[config.mk]
export PLATFORM = sky130hd
export DESIGN_NAME = flash_pad_arbiter
export DESIGN_NICKNAME = d
export VERILOG_FILES = /design/src/rtl/flash_pad_arbiter.sv
export SDC_FILE = /design/constraint.sdc
export NUM_CORES = 1
export LEC_CHECK = 0
export CORE_UTILIZATION = 62
export CTS_CLUSTER_DIAMETER = 120
export DETAILED_ROUTE_END_ITERATION = 6
export DONT_BUFFER_PORTS = 1
export PLACE_DENSITY = 0.78
export SLEW_MARGIN = 20
export SYNTH_ARGS = -nofsm -noshare
export SYNTH_HDL_FRONTEND = slang
export SYNTH_SLANG_ARGS = --single-unit
[constraint.sdc]
create_clock -name core_clk -period 2.2 [get_ports core_clk]
set_input_delay 0.11 -clock core_clk [delete_from_list [all_inputs] [get_ports core_clk]]
set_output_delay 0.11 -clock core_clk [all_outputs]
set_load 0.02 [all_outputs]
[src/rtl/flash_pad_arbiter.sv]
// flash_pad_arbiter: hands the QSPI flash pads between the core flash controller and a pass-through port.
// Define FLASH_ARB_TIMEOUT_EN to abort a DRAIN that the core never lets finish.
module flash_pad_arbiter #(
  parameter int GUARD_CYCLES   = 4,
  parameter int TIMEOUT_CYCLES = 1024
) (
  input  logic       core_clk,
  input  logic       core_rst,
  input  logic       core_csb,
  input  logic       core_sck,
  input  logic [3:0] core_io_do,
  input  logic [3:0] core_io_oeb,
  output logic [3:0] core_io_di,
  output logic       core_hold,
  input  logic       pt_req,
  output logic       pt_gnt,
  input  logic       pt_csb,
  input  logic       pt_sck,
  input  logic [3:0] pt_io_do,
  input  logic [3:0] pt_io_oeb,
  output logic [3:0] pt_io_di,
  output logic       flash_csb,
  output logic       flash_clk,
  output logic [3:0] flash_io_do,
  output logic [3:0] flash_io_oeb,
  input  logic [3:0] flash_io_di,
  output logic       arb_err
);
  localparam int MAXP = GUARD_CYCLES > TIMEOUT_CYCLES ? GUARD_CYCLES : TIMEOUT_CYCLES;
  localparam int CW   = $clog2(MAXP) + 1;
  typedef enum logic [1:0] {CORE, DRAIN, PT, RELEASE} state_t;
  state_t        state_q;
  logic [CW-1:0] gcnt_q;
  logic          pt_gnt_q, core_hold_q, arb_err_q;
  logic          tmo, blk;
`ifdef FLASH_ARB_TIMEOUT_EN
  localparam int TW = $clog2(TIMEOUT_CYCLES) + 1;
  logic [TW-1:0] tcnt_q;
  logic          blk_q;
  assign tmo = state_q == DRAIN && pt_req && !core_csb && tcnt_q == TW'(TIMEOUT_CYCLES - 1);
  assign blk = blk_q;
  // After an abort the request must be withdrawn before another DRAIN is allowed.
  always_ff @(posedge core_clk or posedge core_rst)
    if (core_rst) begin
      tcnt_q <= '0;
      blk_q  <= 1'b0;
    end else begin
      tcnt_q <= state_q != DRAIN ? '0 : tcnt_q + TW'(!core_csb);
      blk_q  <= tmo ? 1'b1 : (pt_req ? blk_q : 1'b0);
    end
`else
  assign tmo = 1'b0;
  assign blk = 1'b0;
`endif
  always_ff @(posedge core_clk or posedge core_rst)
    if (core_rst) begin
      state_q     <= CORE;
      gcnt_q      <= '0;
      pt_gnt_q    <= 1'b0;
      core_hold_q <= 1'b0;
      arb_err_q   <= 1'b0;
    end else begin
      arb_err_q <= tmo;
      case (state_q)
        CORE:
          if (pt_req && !blk) begin
            state_q     <= DRAIN;
            gcnt_q      <= CW'(GUARD_CYCLES);
            core_hold_q <= 1'b1;
          end
        DRAIN:
          if (!pt_req || tmo) begin
            state_q     <= CORE;
            core_hold_q <= 1'b0;
          end else if (!core_csb) begin
            gcnt_q <= CW'(GUARD_CYCLES);
          end else if (gcnt_q == CW'(1)) begin
            state_q  <= PT;
            pt_gnt_q <= 1'b1;
          end else begin
            gcnt_q <= gcnt_q - CW'(1);
          end
        PT:
          if (!pt_req) begin
            state_q  <= RELEASE;
            pt_gnt_q <= 1'b0;
            gcnt_q   <= CW'(GUARD_CYCLES);
          end
        default:
          if (gcnt_q == CW'(1)) begin
            state_q     <= CORE;
            core_hold_q <= 1'b0;
          end else begin
            gcnt_q <= gcnt_q - CW'(1);
          end
      endcase
    end
  logic idle, own_pt;
  assign idle         = state_q == DRAIN || state_q == RELEASE;
  assign own_pt       = state_q == PT;
  assign flash_csb    = idle ? 1'b1  : own_pt ? pt_csb    : core_csb;
  assign flash_clk    = idle ? 1'b0  : own_pt ? pt_sck    : core_sck;
  assign flash_io_do  = idle ? 4'h0  : own_pt ? pt_io_do  : core_io_do;
  assign flash_io_oeb = idle ? 4'hF  : own_pt ? pt_io_oeb : core_io_oeb;
  assign core_io_di   = flash_io_di;
  assign pt_io_di     = flash_io_di;
  assign pt_gnt       = pt_gnt_q;
  assign core_hold    = core_hold_q;
  assign arb_err      = arb_err_q;
endmodule

# Word level (Yosys, flattened, before mapping)
# Cells that the tools add are included.
dict set report totals {
  mem_count 0
  out_inout_bits 21
  register_bits 15
  latch_bits 0
  elab_cells 56
  ram_bits 0
  input_bits 27
  romBits 0
}
dict set report classes {
  n_eq_ne 12
  div_mod_pow 0
  shifts 0
  n_addsub 1
  n_mul 0
  mux 29
  order_cmp 0
  n_reduce_logical 9
  bitwise_logic 1
}
# operator n
set op_table {}
lappend op_table {{11-bit two-way mux} 5}
lappend op_table {{11-bit one-hot mux with 3 select lines} 1}
lappend op_table {{4-bit two-way mux} 4}
lappend op_table {{2-bit two-way mux} 6}
lappend op_table {{2-bit inequality test, second input constant} 6}
lappend op_table {{11-bit by 1-bit equality test with 1-bit output, second input constant} 1}
lappend op_table {{11-bit by 1-bit subtractor with 11-bit output, second input constant} 1}
lappend op_table {{1-bit two-way mux} 10}
lappend op_table {{5-bit AND reduction} 2}
lappend op_table {{3-bit inequality test, second input constant} 2}
lappend op_table {{2-bit one-hot mux with 3 select lines} 1}
lappend op_table {{2-bit equality test, second input constant} 2}
lappend op_table {{4-bit AND reduction} 1}
lappend op_table {{4-bit nonzero test} 1}
lappend op_table {{1-bit one-hot mux with 3 select lines} 1}
lappend op_table {{3-bit AND reduction} 1}
lappend op_table {{3-bit nonzero test} 1}
lappend op_table {{2-bit by 1-bit equality test with 1-bit output, second input constant} 1}
lappend op_table {{2-bit zero test} 1}
lappend op_table {{1-bit one-hot mux with 2 select lines} 1}
lappend op_table {{2-bit nonzero test} 1}
lappend op_table {{1-bit logical OR} 1}
lappend op_table {{1-bit NOT} 1}

# Depth between registers and ports, before layout
# Gate-level depths: netlist (run 1).
dict set report logic_depth {
  word_depth 5
  depth_mapped 8
  ltp_nobuf 6
}

# Least setup slack after synthesis (run 1)
# No wires, ideal clock.
dict set report synth_timing {
  path_kind {register to register}
  start {register gcnt_q[0]}
  end {register gcnt_q[3]}
  required_time_ps 2123
  path_stages_with_launch 7
  period_less_slack_ps 1747
  t_arrival_ps 1670
  setup_slack_ps 453
  path_buffers 1
  setup_time_ps 77
  path_cell_list {dfrtp_1 ha_1 or3b_1 and3b_1 buf_4 or4_1 a21oi_1}
}
dict set report synth_via {
  elab_chain_len 5
  word_cells_on_any_way 6
  cone_classes {1 x add/sub; 1 x eq/ne; 4 x mux}
}
# item line
set synth_rtl {}
lappend synth_rtl {{start, declared} 33} ;# logic [CW-1:0] gcnt_q;
lappend synth_rtl {{start signal, assigned} 68} ;# gcnt_q <= CW'(GUARD_CYCLES);
lappend synth_rtl {{start signal, assigned} 76} ;# gcnt_q <= CW'(GUARD_CYCLES);
lappend synth_rtl {{start signal, assigned} 81} ;# gcnt_q <= gcnt_q - CW'(1);
lappend synth_rtl {{11-bit by 1-bit subtractor with 11-bit output or 11-bit by 1-bit equality test with 1-bit output (tied branches)} --}
lappend synth_rtl {{11-bit two-way mux *} {77, 90}}
lappend synth_rtl {{11-bit two-way mux} 75} ;# end else if (!core_csb) begin
lappend synth_rtl {{11-bit two-way mux} 72} ;# if (!pt_req || tmo) begin
lappend synth_rtl {{11-bit one-hot mux with 3 select lines *} 64} ;# case (state_q)
# Mark *: on every way between the ends. The rest lies on a longest branch, timed or not. The select of a mux whose other input is x is not followed.
# A chain may end at the register's enable or synchronous reset.

# Worst setup path after layout (run 1)
dict set report layout_timing {
  start {register gcnt_q[1]}
  end {register gcnt_q[2]}
}
# The elaborated chain is that of the path after synthesis.

==> metrics.yaml, run 1 <==
synthesis:
  yosysWarningCount: 0
  post_synth.cell_area_avg_sq_um: 8.63
  synth-seq-area-share: 0.325
  syn_area_sq_um: 1160
  syn_inst: 134
  ys_ff_latch: 15
  ys_types: 38
  synth_nets: 163
timing:
  timing.final.ws_setup_ps: 173
  fin_crit_sh: 0.921
  max_slew_margin: 0.621
  setup_tns_ps: 0
  slew_viol_final: 0
  worst_pin_slew_ps: 567
  finClkSkew_ps: 1.79
  rsz0062_at_grt: "no"
  fin_crit_ps: 2030
  setup_viol: 0
  finalHoldViolCount: 0
  fmax_mhz: 493
worst_hold_path:
  min_from: "core_csb"
  min_path_type: "in -> reg"
  min_to: "state_q[1]"
  holdPathStages: 2
layout:
  layout-drive-gt1-share: 0.0853
  n_fill_cell: 152
  final_util: 0.662
  area_growth_syn_to_layout_pct: 0.0000865
  multiInputGateArea_sq_um: 637
  num-nets-final: 159
  final_cells: 154
  diodes: 0
  regArea_sq_um: 375
status:
  outcome: "completed"
floorplan:
  initial_core_util: 0.662
  die_h_um: 45.2
  rows: 15
  coreArea_sq_um: 1750
  io-pin-count: 48
  die_w_um: 45.2
  die_area_sq_um: 2040
clock_tree:
  htreeDepth: 1
  cts_root_buf: "clkbuf_4"
  cts.sinks: 15
  cts_setup_buffers: 0
  clk_latency_ps: 280
  cts.path.max_buffers: 2
  cts_tree: "built"
  ctsResizeCount: 0
  path_clk_slew_ps: 90
  cts_made_buffers: 3
power:
  p_per_area_nw_per_um2: 1350
  vdd_drop_max_v: 0.000985
  p_leak_nw: 0.481
  total_power_mw: 1.56
setup_path:
  cp-start-kind: "flop"
  r2r-end: "gcnt_q[2]"
  slowest_stage: "dfrtp_1"
  cpPeakStageDelay_ps: 400
  critPathTopFamily: "simple AND/OR/NAND/NOR gates"
  r2r_slack_ps: 170
  cp-end-kind: "flop"
  reg2reg_depth: 7
  crit_arrival_ps: 2170
  critPathBufInv: 2
  crit_chain: "inv_1, ha_1, or3b_1, and3b_1, buf_4, nor3_1, nand3b_1"
  crit_fanout: 11
  worstPathRequired_ps: 2340
  path_class: "reg -> reg"
  rr_startpoint: "gcnt_q[1]"
global_routing:
  grt_usage: 0.247
  grt_max_degree: 16
  antenna_found_initial: 0
  first_global_vias: 828
  gr-total-overflow: 0
  grt_pass1_wl_um: 3660
detailed_routing:
  drt_iter0_drc: 20
  firstDrtPassIters: 4
  num_vias: 943
  wirelength_um: 2380
  antenna_left: 0
  vias_per_cell: 6.12
  drc_errors: 0
  wl_per_cell_um: 15.5
placed_design:
  dp_hpwl_um: 1780
  gp_congestion: 0.775
  dp_cells: 147
  dp_slack_ps: 208
  io_buffer_count: 0
run:
  maxCapViolCount: 0
Yosys cell counts:
library cell | count | area share
buf_4 | 11 | 0.071
inv_1 | 7 | 0.023
a211o_1 | 4 | 0.030
a21boi_0 | 1 | 0.0065
or4_1 | 4 | 0.026
o211ai_1 | 3 | 0.019
and3b_1 | 1 | 0.0076
a32o_1 | 1 | 0.0087
conb_1 | 1 | 0.0032
a21oi_1 | 9 | 0.039
or3b_1 | 1 | 0.0076
nand3b_1 | 4 | 0.026
buf_1 | 1 | 0.0032
and2_1 | 2 | 0.011
clkbuf_1 | 1 | 0.0032
or3_1 | 2 | 0.011
nand2_1 | 4 | 0.013
buf_6 | 2 | 0.019
nand2b_1 | 2 | 0.011
buf_2 | 1 | 0.0043
nor3_1 | 4 | 0.017
o31ai_1 | 4 | 0.026
nor2b_1 | 5 | 0.027
o21ai_0 | 7 | 0.030
o211a_1 | 1 | 0.0087
o21bai_1 | 1 | 0.0065
dfrtp_1 | 15 | 0.32
o21a_1 | 1 | 0.0065
ha_1 | 2 | 0.022
a21o_1 | 1 | 0.0065
nor2_1 | 10 | 0.032
nor3b_1 | 1 | 0.0065
or2_4 | 1 | 0.0076
mux2i_1 | 7 | 0.061
nand2_2 | 2 | 0.011
nor4_4 | 1 | 0.018
nand3_1 | 4 | 0.017
nand4_1 | 5 | 0.027
placed cells by master (no fill, tap or decap), drive strengths merged, types with 3 or more instances in the layout:
cell type and count:
o31ai 4, o211ai 3, clkbuf 4, mux2i 7, buf 4, dlygate4sd3 3, a21oi 9, nand3b 4
nand3 4, dfrtp 15, nor3 4, or4 4, nand2 6, a211o 4, o21ai 7, nand4 5
nor2 10, nor2b 5, inv 7
how the worst max path moves through the flow:
stage,start,endpoint,slack (ps),cells past startpoint
floorplan,gcnt_q[0],gcnt_q[3],450,6
global placement,gcnt_q[0],gcnt_q[6],300,6
CTS,gcnt_q[1],gcnt_q[2],190,7
global route,gcnt_q[1],gcnt_q[2],60,7
finish,gcnt_q[1],gcnt_q[2],170,7
detailed placement,gcnt_q[1],gcnt_q[2],210,7
cells by family after synthesis:
| logic type | synth area share |
|---|---|
| other | 0.00324 |
| AOI/OAI and AO/OA | 0.188 |
| adders and majority gates | 0.0216 |
| buffers and inverters | 0.124 |
| DFF | 0.325 |
| muxes | 0.0606 |
| and+or+nand+nor | 0.277 |
metrics by stage:
stage,hold WS (ps),instance area (sq um)
after floorplan,11.5,1160
after global placement,88.4,1100
after detailed placement,92.2,1100
after CTS,8.52,1150
after global routing,19.3,1160
final,28.2,1160
timing repair:
action	in CTS	in global routing
hold buffers	2	1
setup endpoints to repair	0	0
hold endpoints to repair	17	1
final cells by class:
class                   count  share of cell area
well taps                  25              0.0271
inverters                   7              0.0227
multi-input cells          96               0.551
flip-flops and latches     15               0.325
repair buffers              7              0.0519
clock buffers               4              0.0227
layer usage:
metal | up-vias | share of wire | GRT usage
met5 | - | 0 | 0
met3 | 2 | 0.044 | 0.0600
met2 | 23 | 0.49 | 0.406
met4 | 0 | 0.0029 | 0.0303
met1 | 453 | 0.47 | 0.338
li1 | 465 | - | -
power breakdown:
group / switching [mW] / internal (mW) / total, mW
Sequential: 0.150 / 0.385 / 0.535
Combinational: 0.522 / 0.347 / 0.869
Clock: 0.0894 / 0.0703 / 0.160
Total: 0.762 / 0.802 / 1.56
state kept, by name (all words and copies together), names as in the netlist:
register   cells
state_q        2
core_hold      1
pt_gnt         1
gcnt_q        11
No activity file was read; power rests on OpenSTA's default activity.
==> run 2, diff against run 1 <==
--- a/config.mk
+++ b/config.mk
@@ -10,6 +10,7 @@
 export DETAILED_ROUTE_END_ITERATION = 6
 export DONT_BUFFER_PORTS = 1
 export PLACE_DENSITY = 0.78
+export RECOVER_POWER = 100
 export SLEW_MARGIN = 20
 export SYNTH_ARGS = -nofsm -noshare
 export SYNTH_HDL_FRONTEND = slang
==> metrics.yaml, run 2 (synthesized netlist as in run 1, its figures left out) <==
power:
  pwr-share-seq: 0.342
  clockPowerShare: 0.106
  vdd_drop_max_v: 0.000971
  p_int_mw: 0.772
  p_leak_nw: 0.470
  p_switching_mw: 0.743
  swShare: 0.490
  power.share.combinational: 0.552
  p_per_area_nw_per_um2: 1340
floorplan:
  coreArea_sq_um: 1750
  die_h_um: 45.2
  die_w_um: 45.2
  rows: 15
  initial_core_util: 0.662
  die_area_sq_um: 2040
  io-pin-count: 48
timing:
  setup_tns_ps: 0
  finalHoldViolCount: 0
  fmax_mhz: 500
  slew_viol_final: 0
  worst_pin_slew_ps: 680
  hold_ws_ps: 26.6
  rsz0062_at_grt: "no"
  max_slew_margin: 0.547
  fin_crit_ps: 2000
  setup_viol: 0
  fin_crit_sh: 0.909
  finClkSkew_ps: 4.02
layout:
  largest_reg_flops: 11
  multiInputGateArea_sq_um: 619
  top_register: "gcnt_q"
  reg_top3: "gcnt_q (11), state_q (2)"
  layout_common_cells: "dfrtp_1 (15), nor2_1 (10), a21oi_1 (9)"
  area_growth_syn_to_layout_pct: -2.16
  regArea_sq_um: 375
  diodes: 0
  layout-drive-gt1-share: 0.0543
  n_fill_cell: 156
  layout_commonest_cell: "dfrtp_1"
  final_util: 0.648
  num-nets-final: 159
  final_area_sq_um: 1130
setup_path:
  slowest_stage: "dfrtp_1"
  cp-end-kind: "flop"
  crit_arrival_ps: 2150
  path_class: "reg -> reg"
  reg2reg_depth: 7
  worstPathRequired_ps: 2350
  cpPeakStageDelay_ps: 400
  crit_fanout: 11
  crit_chain: "inv_1, ha_1, or3b_1, and3b_1, buf_4, nor3_1, nand3b_1"
  r2r_slack_ps: 200
  cp-start-kind: "flop"
clock_tree:
  htreeDepth: 1
  hold_buffers: 2
  ctsResizeCount: 0
  path_clk_slew_ps: 90
  cts_tree: "built"
  cts.path.max_buffers: 2
  cts_made_buffers: 3
  clk_latency_ps: 280
  cts_setup_buffers: 0
  cts.sinks: 15
  cts_root_buf: "clkbuf_4"
global_routing:
  antenna_found_initial: 0
  first_global_vias: 828
  grt_usage: 0.247
  gr-total-overflow: 0
  grt_pass1_wl_um: 3660
  grt_max_degree: 16
placed_design:
  io_buffer_count: 0
  gp_congestion: 0.775
  dp_hpwl_um: 1780
  postPlaceCellArea_sq_um: 1100
detailed_routing:
  firstDrtPassIters: 4
  vias_per_cell: 6.19
  antenna_left: 0
  wirelength_um: 2380
  drt_iter0_drc: 15
  wl_per_cell_um: 15.4
  drc_errors: 0
  num_vias: 953
status:
  outcome: "completed"
run:
  maxCapViolCount: 0
worst_hold_path:
  min_path_type: "in -> reg"
  holdPathStages: 2
==> run 2: changes by cell type in the layout (fill, tap and decap cells not counted) <==
cell	delta
nand2_1	+1
buf_4	-2
clkbuf_1	+2
nor4_1	+1
nand2_2	-1
nor4_4	-1
==> run 2: power groups by stage <==
stage          clock network, mW  registers (mW)  logic (mW)
3_5_place_dp                   0           0.539       0.860
2_1_floorplan                  0           0.493       0.777
4_1_cts                    0.159           0.534       0.867
6_report                   0.160           0.519       0.836
5_1_grt                    0.175           0.533       0.930
3_3_place_gp                   0           0.530       0.833
==> run 2: area by class of cell <==
type                       instances  share of cell area
timing repair buffer               7              0.0465
inverter                           7              0.0232
sequential                        15               0.332
clock buffer                       4              0.0232
tap                               25              0.0277
multi-input combinational         96               0.548
==> run 2: layer usage <==
| layer | wire, um | global-route usage | part of all wire | vias to the layer above |
|---|---|---|---|---|
| met5 | 0 | 0 | 0 | - |
| met4 | 7 | 0.0303 | 0.0029 | 0 |
| met3 | 108 | 0.0600 | 0.045 | 2 |
| met2 | 1160 | 0.406 | 0.49 | 25 |
| met1 | 1100 | 0.338 | 0.46 | 462 |
| li1 | - | - | - | 464 |
==> run 2: critical path: cells and delay by family, from the launching register on <==
family / cells / cell delay (ps)
and+or+nand+nor: 4 / 970
buffers and inverters: 2 / 300
adders and majority gates: 1 / 180
DFF: 1 / 400
==> run 2: path summary, 6_finish.rpt <==
check                               start          to
worst max-delay path            gcnt_q[1]   gcnt_q[2]
worst max register to register  gcnt_q[1]   gcnt_q[2]
worst min register to register  gcnt_q[8]   gcnt_q[8]
min in group asynchronous        core_rst   gcnt_q[2]
max in group asynchronous        core_rst   gcnt_q[3]
worst min-delay path             core_csb  state_q[1]
==> run 2: through the flow <==
stage	std cells	power (mW)	worst slack, ps
floorplan	134	1.27	453
global placement	147	1.36	301
detailed placement	147	1.40	208
CTS	153	1.56	189
global route	154	1.64	88.8
finish	154	1.52	201
==> run 3, diff against run 2 <==
--- a/config.mk
+++ b/config.mk
@@ -9,6 +9,7 @@
 export CTS_CLUSTER_DIAMETER = 120
 export DETAILED_ROUTE_END_ITERATION = 6
 export DONT_BUFFER_PORTS = 1
+export HOLD_SLACK_MARGIN = 0.15
 export PLACE_DENSITY = 0.78
 export RECOVER_POWER = 100
 export SLEW_MARGIN = 20
==> metrics.yaml, run 3 (synthesized netlist as in run 1, its figures left out) <==
layout:
  top_register: "gcnt_q"
  diodes: 0
  final_cells: 154
  num-nets-final: 159
  reg_top3: "gcnt_q (11), state_q (2)"
  layout_commonest_cell: "dfrtp_1"
  layout-drive-gt1-share: 0.0543
  final_util: 0.648
  layout_common_cells: "dfrtp_1 (15), nor2_1 (10), a21oi_1 (9)"
  area_growth_syn_to_layout_pct: -2.16
  largest_reg_flops: 11
global_routing:
  gr-total-overflow: 0
  antenna_found_initial: 0
  grt_usage: 0.251
  first_global_vias: 835
  grt_max_degree: 16
  grt_pass1_wl_um: 3730
timing:
  finClkSkew_ps: 2.76
  setup_viol: 0
  max_slew_margin: 0.547
  hold_ws_ps: 220
  fin_crit_sh: 0.908
  slew_viol_final: 0
  finalHoldViolCount: 0
  fin_crit_ps: 2000
  worst_pin_slew_ps: 680
  setup_tns_ps: 0
  rsz0062_at_grt: "no"
  fmax_mhz: 501
floorplan:
  io-pin-count: 48
  coreArea_sq_um: 1750
  initial_core_util: 0.662
  die_h_um: 45.2
  die_area_sq_um: 2040
  die_w_um: 45.2
  rows: 15
placed_design:
  dp_hpwl_um: 1780
  dp_cells: 147
  io_buffer_count: 0
  gp_congestion: 0.775
clock_tree:
  path_clk_slew_ps: 90
  hold_buffers: 3
  clk_latency_ps: 280
  cts.sinks: 15
  cts_setup_buffers: 0
  cts_made_buffers: 3
  cts_tree: "built"
  htreeDepth: 1
  ctsResizeCount: 0
  cts.path.max_buffers: 2
  cts_root_buf: "clkbuf_4"
setup_path:
  cp-start-kind: "flop"
  crit_fanout: 11
  cp-end-kind: "flop"
  path_class: "reg -> reg"
  rr_startpoint: "gcnt_q[1]"
  crit_arrival_ps: 2140
  worstPathRequired_ps: 2340
  cp-startpoint: "gcnt_q[1]"
detailed_routing:
  wirelength_um: 2340
  antenna_left: 0
  firstDrtPassIters: 4
  drt_iter0_drc: 14
  num_vias: 941
  drc_errors: 0
  vias_per_cell: 6.11
  wl_per_cell_um: 15.2
status:
  outcome: "completed"
power:
  p_leak_nw: 0.470
  p_per_area_nw_per_um2: 1340
  total_power_mw: 1.51
  vdd_drop_max_v: 0.000966
worst_hold_path:
  min_path_type: "in -> out"
  min_from: "flash_io_di[2]"
run:
  maxCapViolCount: 0
[run 3: layout make-up]
class / instances / area (sq um)
repair buffers: 7 / 52.6
clock buffers: 4 / 26.3
well taps: 25 / 31.3
flip-flops and latches: 15 / 375
multi-input cells: 96 / 619
inverters: 7 / 26.3
fillers: 156 / 614
[run 3: critical path: stages, from the launching register on]
cell,delay [ps]
dfrtp_1,400
inv_1,90
ha_1,180
or3b_1,370
and3b_1,350
buf_4,210
nor3_1,60
nand3b_1,180
[run 3: metrics by stage]
stage,instance area [sq um],setup slack [ps]
after global routing,1130,88.8
final,1130,202
after CTS,1160,189
after global placement,1100,301
after detailed placement,1100,208
after floorplan,1160,453
[run 3: worst paths after layout]
kind,slack (ps),cells past startpoint,end
worst max-delay path,200,7,gcnt_q[2]
min in group asynchronous,330,2,core_hold
max in group asynchronous,1500,2,gcnt_q[3]
worst min-delay path,220,0,core_io_di[2]
worst max register to register,200,7,gcnt_q[2]
worst min register to register,560,2,gcnt_q[8]
[run 3: where the power goes]
part	internal [mW]	switching (mW)	leakage (nW)	total, mW
registers	0.385	0.133	0.195	0.519
clock network	0.0703	0.0892	0.0150	0.160
logic	0.317	0.517	0.259	0.834
total	0.772	0.740	0.470	1.51
[run 3: layer usage]
metal | global-route usage | up-vias | share of wire
met5 | 0 | - | 0
met4 | 0.0303 | 0 | 0.0026
met3 | 0.0640 | 2 | 0.043
met2 | 0.414 | 22 | 0.49
met1 | 0.341 | 453 | 0.47
li1 | - | 464 | -
